==> config.mk <==
export PLATFORM = sky130hd
export DESIGN_NAME = bus_xfer_sequencer_flat
export DESIGN_NICKNAME = d
export VERILOG_FILES = /design/src/rtl/bus_codes_pkg.sv /design/src/rtl/bus_xfer_sequencer_if.sv /design/src/rtl/bus_xfer_fifo.sv /design/src/rtl/bus_xfer_sequencer.sv /design/src/flat_wrapper.sv
export SDC_FILE = /design/constraint.sdc
export NUM_CORES = 1
export LEC_CHECK = 0
export CAP_MARGIN = 30
export CORE_UTILIZATION = 40
export CTS_CLUSTER_DIAMETER = 50
export DETAILED_ROUTE_END_ITERATION = 8
export PLACE_DENSITY = 0.95
export SLEW_MARGIN = 20
export SYNTH_ARGS = -nofsm -noshare
export SYNTH_HDL_FRONTEND = slang
export SYNTH_SLANG_ARGS = --single-unit
==> constraint.sdc <==
create_clock -name clock -period 4.8 [get_ports clock]
set_clock_uncertainty 0.1 [all_clocks]
set_input_delay 1.2 -clock clock [delete_from_list [all_inputs] [get_ports clock]]
set_output_delay 1.2 -clock clock [all_outputs]
set_load 0.05 [all_outputs]
==> src/rtl/bus_codes_pkg.sv <==
// Source/destination code points of the shared 32-bit bus and the transfer
// sequencer state encoding.
package bus_codes_pkg;

    localparam int unsigned N_CODES = 24;

    typedef logic [4:0]         code_t;
    typedef logic [N_CODES-1:0] sel_t;

    localparam code_t SRC_R0  = 5'd0,  SRC_R1  = 5'd1,  SRC_R2  = 5'd2,  SRC_R3  = 5'd3,
                      SRC_R4  = 5'd4,  SRC_R5  = 5'd5,  SRC_R6  = 5'd6,  SRC_R7  = 5'd7,
                      SRC_R8  = 5'd8,  SRC_R9  = 5'd9,  SRC_R10 = 5'd10, SRC_R11 = 5'd11,
                      SRC_R12 = 5'd12, SRC_R13 = 5'd13, SRC_R14 = 5'd14, SRC_R15 = 5'd15,
                      SRC_HI  = 5'd16, SRC_LO  = 5'd17, SRC_ZHI = 5'd18, SRC_ZLO = 5'd19,
                      SRC_PC  = 5'd20, SRC_MDR = 5'd21, SRC_INPORT = 5'd22, SRC_C = 5'd23;

    localparam code_t DST_R0  = 5'd0,  DST_R1  = 5'd1,  DST_R2  = 5'd2,  DST_R3  = 5'd3,
                      DST_R4  = 5'd4,  DST_R5  = 5'd5,  DST_R6  = 5'd6,  DST_R7  = 5'd7,
                      DST_R8  = 5'd8,  DST_R9  = 5'd9,  DST_R10 = 5'd10, DST_R11 = 5'd11,
                      DST_R12 = 5'd12, DST_R13 = 5'd13, DST_R14 = 5'd14, DST_R15 = 5'd15,
                      DST_HI  = 5'd16, DST_LO  = 5'd17, DST_PC  = 5'd18, DST_MDR = 5'd19,
                      DST_MAR = 5'd20, DST_Y   = 5'd21, DST_IR  = 5'd22, DST_OUTPORT = 5'd23;

    typedef enum logic [1:0] {
        ST_IDLE,
        ST_SETTLE,
        ST_LATCH,
        ST_ERR
    } xfer_state_t;

    function automatic logic code_legal(code_t c);
        return c < 5'(N_CODES);
    endfunction

endpackage

==> src/rtl/bus_xfer_sequencer_if.sv <==
// Command handshake and bus strobe bundle between the control unit (master)
// and the transfer sequencer (slave).
interface bus_xfer_sequencer_if;
    import bus_codes_pkg::*;

    logic  cmd_valid;
    code_t cmd_src;
    code_t cmd_dst;
    logic  cmd_ready;
    sel_t  out_sel;
    sel_t  in_en;
    logic  busy;
    logic  done;
    logic  err;

    modport master (
        output cmd_valid, cmd_src, cmd_dst,
        input  cmd_ready, out_sel, in_en, busy, done, err
    );

    modport slave (
        input  cmd_valid, cmd_src, cmd_dst,
        output cmd_ready, out_sel, in_en, busy, done, err
    );

endinterface

==> src/rtl/bus_xfer_fifo.sv <==
// Synchronous command FIFO with asynchronous clear; pushes while full and pops
// while empty are ignored.
module bus_xfer_fifo #(
    parameter int unsigned DEPTH = 4,
    parameter int unsigned WIDTH = 10
) (
    input  logic             clock,
    input  logic             clear,
    input  logic             push,
    input  logic [WIDTH-1:0] wdata,
    input  logic             pop,
    output logic [WIDTH-1:0] rdata,
    output logic             full,
    output logic             empty
);
    localparam int unsigned AW = (DEPTH > 1) ? $clog2(DEPTH) : 1;

    logic [WIDTH-1:0] mem [DEPTH];
    logic [AW:0]      wr_ptr;
    logic [AW:0]      rd_ptr;
    logic             do_push;
    logic             do_pop;

    // Extra pointer bit separates full from empty when the indices coincide.
    assign empty   = (wr_ptr == rd_ptr);
    assign full    = (wr_ptr[AW] != rd_ptr[AW]) && (wr_ptr[AW-1:0] == rd_ptr[AW-1:0]);
    assign do_push = push & ~full;
    assign do_pop  = pop & ~empty;
    assign rdata   = mem[rd_ptr[AW-1:0]];

    always_ff @(posedge clock or posedge clear) begin
        if (clear) begin
            wr_ptr <= '0;
            rd_ptr <= '0;
        end else begin
            if (do_push) wr_ptr <= wr_ptr + 1'b1;
            if (do_pop)  rd_ptr <= rd_ptr + 1'b1;
        end
    end

    always_ff @(posedge clock) begin
        if (do_push) mem[wr_ptr[AW-1:0]] <= wdata;
    end

endmodule

==> src/rtl/bus_xfer_sequencer.sv <==
// Bus transfer sequencer: drives the one-hot source strobe, then pulses the one-hot
// destination enable. Define BUS_XFER_FIFO_EN to queue commands in a FIFO_DEPTH FIFO.
module bus_xfer_sequencer
    import bus_codes_pkg::*;
#(
    parameter int unsigned SETTLE_CYC = 1,
    parameter int unsigned FIFO_DEPTH = 4
) (
    input  logic                 clock,
    input  logic                 clear,
    bus_xfer_sequencer_if.slave  bus
);
    if (SETTLE_CYC > 7 || FIFO_DEPTH < 2 || (FIFO_DEPTH & (FIFO_DEPTH - 1)) != 0) begin : g_param_check
        $error("bus_xfer_sequencer: SETTLE_CYC must be 0..7 and FIFO_DEPTH a power of 2 >= 2");
    end

    localparam logic [2:0] SETTLE_LD = 3'(SETTLE_CYC);

    function automatic sel_t onehot(code_t c);
        sel_t v;
        v = '0;
        if (code_legal(c)) v[c] = 1'b1;
        return v;
    endfunction

    xfer_state_t state_q, state_d, entry_state;
    code_t       src_q, dst_q;
    logic [2:0]  cnt_q;
    logic        alive_q;
    logic        cmd_ready;
    logic        take;
    code_t       take_src, take_dst;
    sel_t        sel_d, en_d;
    logic        done_d, err_d;

`ifdef BUS_XFER_FIFO_EN
    logic       fifo_full, fifo_empty;
    logic [9:0] fifo_head;

    assign cmd_ready              = alive_q & ~fifo_full;
    assign take                   = ~fifo_empty & (state_q == ST_IDLE || state_q == ST_LATCH);
    assign {take_src, take_dst}   = fifo_head;

    bus_xfer_fifo #(
        .DEPTH (FIFO_DEPTH),
        .WIDTH (10)
    ) u_fifo (
        .clock (clock),
        .clear (clear),
        .push  (bus.cmd_valid & cmd_ready),
        .wdata ({bus.cmd_src, bus.cmd_dst}),
        .pop   (take),
        .rdata (fifo_head),
        .full  (fifo_full),
        .empty (fifo_empty)
    );
`else
    assign cmd_ready = alive_q & (state_q == ST_IDLE);
    assign take      = bus.cmd_valid & cmd_ready;
    assign take_src  = bus.cmd_src;
    assign take_dst  = bus.cmd_dst;
`endif

    always_comb begin
        if (!(code_legal(take_src) && code_legal(take_dst))) entry_state = ST_ERR;
        else if (SETTLE_CYC == 0)                            entry_state = ST_LATCH;
        else                                                 entry_state = ST_SETTLE;
    end

    always_comb begin
        state_d = state_q;
        case (state_q)
            ST_IDLE:   if (take) state_d = entry_state;
            ST_SETTLE: if (cnt_q <= 3'd1) state_d = ST_LATCH;
            ST_LATCH:  state_d = take ? entry_state : ST_IDLE;
            ST_ERR:    state_d = ST_IDLE;
            default:   state_d = ST_IDLE;
        endcase
    end

    always_comb begin
        sel_d  = '0;
        en_d   = '0;
        done_d = 1'b0;
        err_d  = 1'b0;
        case (state_q)
            ST_SETTLE: sel_d = onehot(src_q);
            ST_LATCH: begin
                sel_d  = onehot(src_q);
                en_d   = onehot(dst_q);
                done_d = 1'b1;
            end
            ST_ERR:    err_d = 1'b1;
            default: ;
        endcase
    end

    // alive_q holds cmd_ready low until the first edge after clear releases.
    always_ff @(posedge clock or posedge clear) begin
        if (clear) begin
            state_q <= ST_IDLE;
            src_q   <= '0;
            dst_q   <= '0;
            cnt_q   <= '0;
            alive_q <= 1'b0;
        end else begin
            alive_q <= 1'b1;
            state_q <= state_d;
            if (take) begin
                src_q <= take_src;
                dst_q <= take_dst;
                cnt_q <= SETTLE_LD;
            end else if (state_q == ST_SETTLE) begin
                cnt_q <= cnt_q - 3'd1;
            end
        end
    end

    assign bus.cmd_ready = cmd_ready;
    assign bus.out_sel   = sel_d;
    assign bus.in_en     = en_d;
    assign bus.done      = done_d;
    assign bus.err       = err_d;
    assign bus.busy      = (state_q != ST_IDLE);

endmodule

==> src/flat_wrapper.sv <==
// flat-port wrapper written by rule: the top's interface ports become plain ports
module bus_xfer_sequencer_flat import bus_codes_pkg::*;
#(
    parameter int unsigned SETTLE_CYC = 1,
    parameter int unsigned FIFO_DEPTH = 4
)
  (clock, clear, bus_cmd_valid, bus_cmd_src, bus_cmd_dst, bus_cmd_ready, bus_out_sel, bus_in_en, bus_busy, bus_done, bus_err);
  bus_xfer_sequencer_if bus_i ();
  input  logic clock;
  input  logic clear;
  input wire logic [$bits(bus_i.cmd_valid)-1:0] bus_cmd_valid;
  input wire logic [$bits(bus_i.cmd_src)-1:0] bus_cmd_src;
  input wire logic [$bits(bus_i.cmd_dst)-1:0] bus_cmd_dst;
  output wire logic [$bits(bus_i.cmd_ready)-1:0] bus_cmd_ready;
  output wire logic [$bits(bus_i.out_sel)-1:0] bus_out_sel;
  output wire logic [$bits(bus_i.in_en)-1:0] bus_in_en;
  output wire logic [$bits(bus_i.busy)-1:0] bus_busy;
  output wire logic [$bits(bus_i.done)-1:0] bus_done;
  output wire logic [$bits(bus_i.err)-1:0] bus_err;
  assign bus_i.cmd_valid = bus_cmd_valid;
  assign bus_i.cmd_src = bus_cmd_src;
  assign bus_i.cmd_dst = bus_cmd_dst;
  assign bus_cmd_ready = bus_i.cmd_ready;
  assign bus_out_sel = bus_i.out_sel;
  assign bus_in_en = bus_i.in_en;
  assign bus_busy = bus_i.busy;
  assign bus_done = bus_i.done;
  assign bus_err = bus_i.err;
  bus_xfer_sequencer #(.SETTLE_CYC(SETTLE_CYC), .FIFO_DEPTH(FIFO_DEPTH)) u_core (.clock(clock), .clear(clear), .bus(bus_i));
endmodule
Yosys cells after proc, flatten, opt, wreduce, memory -nomap -nowiden
Index checks and enable logic that the tools add are counted.

cells by class
  add/subtract/negate cells = 1
  order comparisons = 9
  eq/ne operators = 5
  mux-type cells = 17
  bitwise logic cells = 2
  reductions and logical operators = 8

operators by type and width
  kind                   count
  $mux W24               4
  $lt A5 B5 Y1 const B   4
  $lt A5 B6 Y1 const B   2
  $demux W1 S5           2
  $ge A5 B1 Y1 const B   2
  $mux W2                4
  $pmux W2 S4            1
  $mux W3                2
  $eq A2 B2 Y1 const B   2
  $mux W1                4
  $ne A2 B1 Y1 const B   2
  $reduce_bool A2 Y1     2
  $le A3 B1 Y1 const B   1
  $logic_and A1 B1 Y1    3
  $sub A3 B1 Y3 const B  1
  $and A1 B1 Y1          2
  $eq A2 B1 Y1 const B   1
  $logic_not A2 Y1       1
  $reduce_and A2 Y1      1
  $reduce_or A2 Y1       1

storage, ports and cells
  register bits after elaboration = 16
  input port bits = 13
  output and inout bits = 52
  word-level logic and storage cells = 47

Logic depth before layout (Yosys ltp)
  word-level depth = 6
  gate-level depth with buffers = 5

Worst setup path after synthesis
OpenSTA, ideal clock, no wires.

  kind = register to output
  from = register u_core.state_q[0]
  to = output bus_in_en[0]
  data arrival time = 2.212 ns
  path slack = 1.288 ns
  stages on the path, launching flop included = 6
  buffers on the path = 1
  cells stage by stage = dfrtp_1 > inv_1 > ha_1 > or3b_1 > clkbuf_1 > nor2_1

on the way
  word-level cells in the longest chain between the ends = 2

RTL lines
  element                 line                       source
  from (decl)             bus_xfer_sequencer.sv:26   xfer_state_t state_q, state_d, entry_state;
  from (signal assigned)  bus_xfer_sequencer.sv:108  state_q <= state_d;
  $eq A2 B2 Y1            bus_xfer_sequencer.sv:86   case (state_q)
  $mux W24                bus_xfer_sequencer.sv:86
  to (decl)               flat_wrapper.sv:16         output wire logic [$bits(bus_i.in_en)-1:0] bus_in_en;

Every way passes these cells.

Worst setup path in the final report
  from = register u_core.state_q[0]
  to = output bus_out_sel[4]

on the way
  word-level cells in the longest chain between the ends = 3
  elaborated cells on any way between the ends = 4
  those cells by class = eq/ne: 2; mux: 1; reduce/logical: 1

RTL lines
  element                                              line                      source
  $eq A2 B2 Y1 / $eq A2 B1 Y1 (equally long branches)  bus_xfer_sequencer.sv:86
  $reduce_or A2 Y1 (no line) (*)                       -
  $mux W24 (*)                                         -
  to (decl)                                            flat_wrapper.sv:15        output wire logic [$bits(bus_i.out_sel)-1:0] bus_out_sel;

Every way passes the cells marked *; elsewhere a longest branch is shown, timed or not.

==> impl_metrics.env <==
export IMPL_outcome="finished clean"
export IMPL_gr_total_overflow=0
export IMPL_ctsResizeCount=0
export IMPL_drt_total_wl_mm=2.95
export IMPL_die_h_um=54.3
export IMPL_rrSetupSlack_ps=2570
export IMPL_fin_crit_sh_pct=80.9
export IMPL_diodes=0
export IMPL_route_detailed_drc=0
export IMPL_cp_arrival_ps=2580
export IMPL_via_per_inst=5.19
export IMPL_cp_data_required_time_ps=3500
export IMPL_switching_share_pct=52.4
export IMPL_clk_pin_slew_ps=90
export IMPL_place_congestion=0.714
export IMPL_vias=1162
export IMPL_ys_seq_area_share_pct=36.6
export IMPL_cap_violations=0
export IMPL_post_cts_setup_buffers=0
export IMPL_dr_pass1_iters=4
export IMPL_grt_total_usage_pct=20.2
export IMPL_synthDistinctLibCells=21
export IMPL_chipWidth_um=54.3
export IMPL_fin_area_sq_um=1780
export IMPL_power_density_nw_per_um2=556
export IMPL_cts_buffers=3
export IMPL_tightest_slew_ps=573
export IMPL_final_common_cell="clkdlybuf4s50_1"
export IMPL_root_buffer="clkbuf_4"
export IMPL_first_global_vias=1022
export IMPL_layout_common_cells="64 x clkdlybuf4s50_1, 51 x nor2_1, 16 x dfrtp_1"
export IMPL_cp_cell_sequence="inv_1 -> ha_1 -> or3b_1 -> nor2_1 -> clkdlybuf4s50_1"
export IMPL_worst_setup_path_type="reg2out"
export IMPL_rr_worst_depth=5
export IMPL_highest_layer="met4"
export IMPL_tns_ps=0
export IMPL_worstReg2RegEnd="u_core.state_q[1]$_DFFE_PP0P_"
export IMPL_rsz0062_at_grt="no"
export IMPL_p_switching_mw=0.519
export IMPL_slew_violations=0
export IMPL_p_total_mw=0.992
export IMPL_cts_sinks=16
export IMPL_cts_tree="yes"
export IMPL_startpoint="u_core.state_q[0]$_DFFE_PP0P_"
export IMPL_p_seq_share_pct=28.2
export IMPL_min_period_ps=3880
export IMPL_cpPeakStageDelay_ps=830
export IMPL_ys_warnings_count=0
export IMPL_fin_util_pct=70.7
export IMPL_clkPwrFrac_pct=7.1
export IMPL_wl_met2_mm=1.55
export IMPL_area_delta_synth_final_pct=62.9
export IMPL_syn_nets=150
export IMPL_p_int_mw=0.473
export IMPL_finalHoldViolations=0
export IMPL_dp_hpwl_mm=2.49
export IMPL_holdBufCountCts=0
export IMPL_drive_above_1_share_pct=6.19
export IMPL_n_fill_cell=200
export IMPL_htreeDepth=1
export IMPL_start_util_pct=43.4
export IMPL_worst_setup_path_end_kind="primary output"
export IMPL_clkLatencyLatePin_ps=290
export IMPL_ys_seq_elements=16
export IMPL_route_met3_wl_um=223
export IMPL_place_inst=221
export IMPL_nets=216
export IMPL_crit_slowest_cell="clkdlybuf4s50_1"
export IMPL_core_area_sq_um=2520
export IMPL_grt_pass1_wl_mm=4.40
export IMPL_pwr_share_comb_pct=64.7
export IMPL_ant_nets=0
export IMPL_min_delay_start="u_core.state_q[0]$_DFFE_PP0P_"
export IMPL_antenna_found_initial=0
export IMPL_io_pins=65
export IMPL_hp_class="reg2reg"
export IMPL_row_count=18
export IMPL_grt_max_degree=17
export IMPL_r2r_start="u_core.state_q[0]$_DFFE_PP0P_"
export IMPL_fmax_mhz=257
export IMPL_ir_worst_vdd_uv=387
export IMPL_drtIter0Drc=20
export IMPL_leakagePower_nw=0.680
export IMPL_path_max_fanout=6
export IMPL_startpoint_type="flip-flop"
export IMPL_hold_path_depth=1
export IMPL_final_cells=224
export IMPL_port_buffers=64
export IMPL_max_slew_margin_pct=61.7
export IMPL_dieArea_sq_um=2950
export IMPL_postPlaceCellArea_sq_um=1760
export IMPL_routedWlPerCell_um=13.2
export IMPL_netlist_area_sq_um=1090
export IMPL_syn_avg_cell_area_sq_um=8.42
export IMPL_setup_violations_final=0
export IMPL_synthCells=130
export IMPL_min_to="u_core.state_q[0]$_DFFE_PP0P_"
export IMPL_clockBufferDepth=2
export IMPL_drt_met1_wl_mm=1.15
==> stage by stage <==
step	worst slack, ps	hold WS [ps]
after detailed placement	1230	463
after CTS	918	483
after global placement	1360	422
after global routing	851	505
after floorplan	1290	412
final	916	478
==> power by group through the flow <==
| stage | Combinational [mW] | Clock, mW | Sequential, mW |
|---|---|---|---|
| 4_1_cts | 0.644 | 0.0711 | 0.278 |
| 3_5_place_dp | 0.642 | 0 | 0.281 |
| 3_3_place_gp | 0.616 | 0 | 0.269 |
| 2_1_floorplan | 0.482 | 0 | 0.257 |
| 6_report | 0.641 | 0.0705 | 0.280 |
| 5_1_grt | 0.681 | 0.0754 | 0.289 |
==> flip-flops by register name (all words and copies together) (netlist names) <==
signal and count:
u_core.alive_q 1, u_core.cnt_q 3, u_core.dst_q 5, u_core.src_q 5, u_core.state_q 2
==> cell families after synthesis <==
group / after synthesis / share of synthesized area [%]
buffers and inverters: 9 / 3.20
xor gates and xnor gates: 2 / 1.60
and+or+nand+nor: 77 / 33.4
DFF: 16 / 36.6
AOI/OAI and AO/OA: 5 / 3.54
muxes: 13 / 13.4
adders and majority gates: 7 / 8.00
other: 1 / 0.343
==> worst max path at each step <==
stage,slack [ps],endpoint,depth (start not counted)
after global routing,850,bus_out_sel[12],5
final,920,bus_out_sel[4],5
after CTS,920,bus_out_sel[4],5
after floorplan,1290,bus_in_en[0],5
after detailed placement,1230,bus_out_sel[4],5
after global placement,1360,bus_out_sel[16],5
==> cells in the mapped netlist <==
master	number	area, sq um
a22oi_1	1	7.51
mux2_1	5	56.3
nand2b_1	1	6.26
or3_1	3	18.8
xor2_1	1	8.76
conb_1	1	3.75
nand2_1	4	15.0
nand3b_1	8	60.1
and2_1	1	6.26
inv_1	6	22.5
mux2_2	8	90.1
nor2_1	51	191
or3b_1	6	52.6
buf_2	1	5.00
a32oi_2	1	16.3
a21oi_1	3	15.0
clkbuf_1	2	7.51
xnor2_1	1	8.76
nand3_1	3	15.0
dfrtp_1	16	400
ha_1	7	87.6
==> layer usage <==
metal / track usage [%] / vias up
met5: 0 / -
met4: 3.85 / 0
met3: 3.06 / 3
met2: 41.9 / 55
met1: 20.8 / 547
li1: - / 557
==> critical path, delay by kind of cell (launching register included) <==
kind,cells,cell delay (ps)
adder cells (fa/ha/maj),1,350
buffers and inverters,2,930
flip-flops,1,410
AND/OR/NAND/NOR,2,610
==> area by class of cell <==
type | count | area [sq um] | area share (%)
well taps | 30 | 37.5 | 2.11
repair buffers | 64 | 641 | 35.9
inverters | 6 | 22.5 | 1.26
multi-input cells | 105 | 659 | 37.0
flip-flops and latches | 16 | 400 | 22.5
clock buffers | 3 | 22.5 | 1.26
Note: power is estimated with default switching activity, not from simulation.
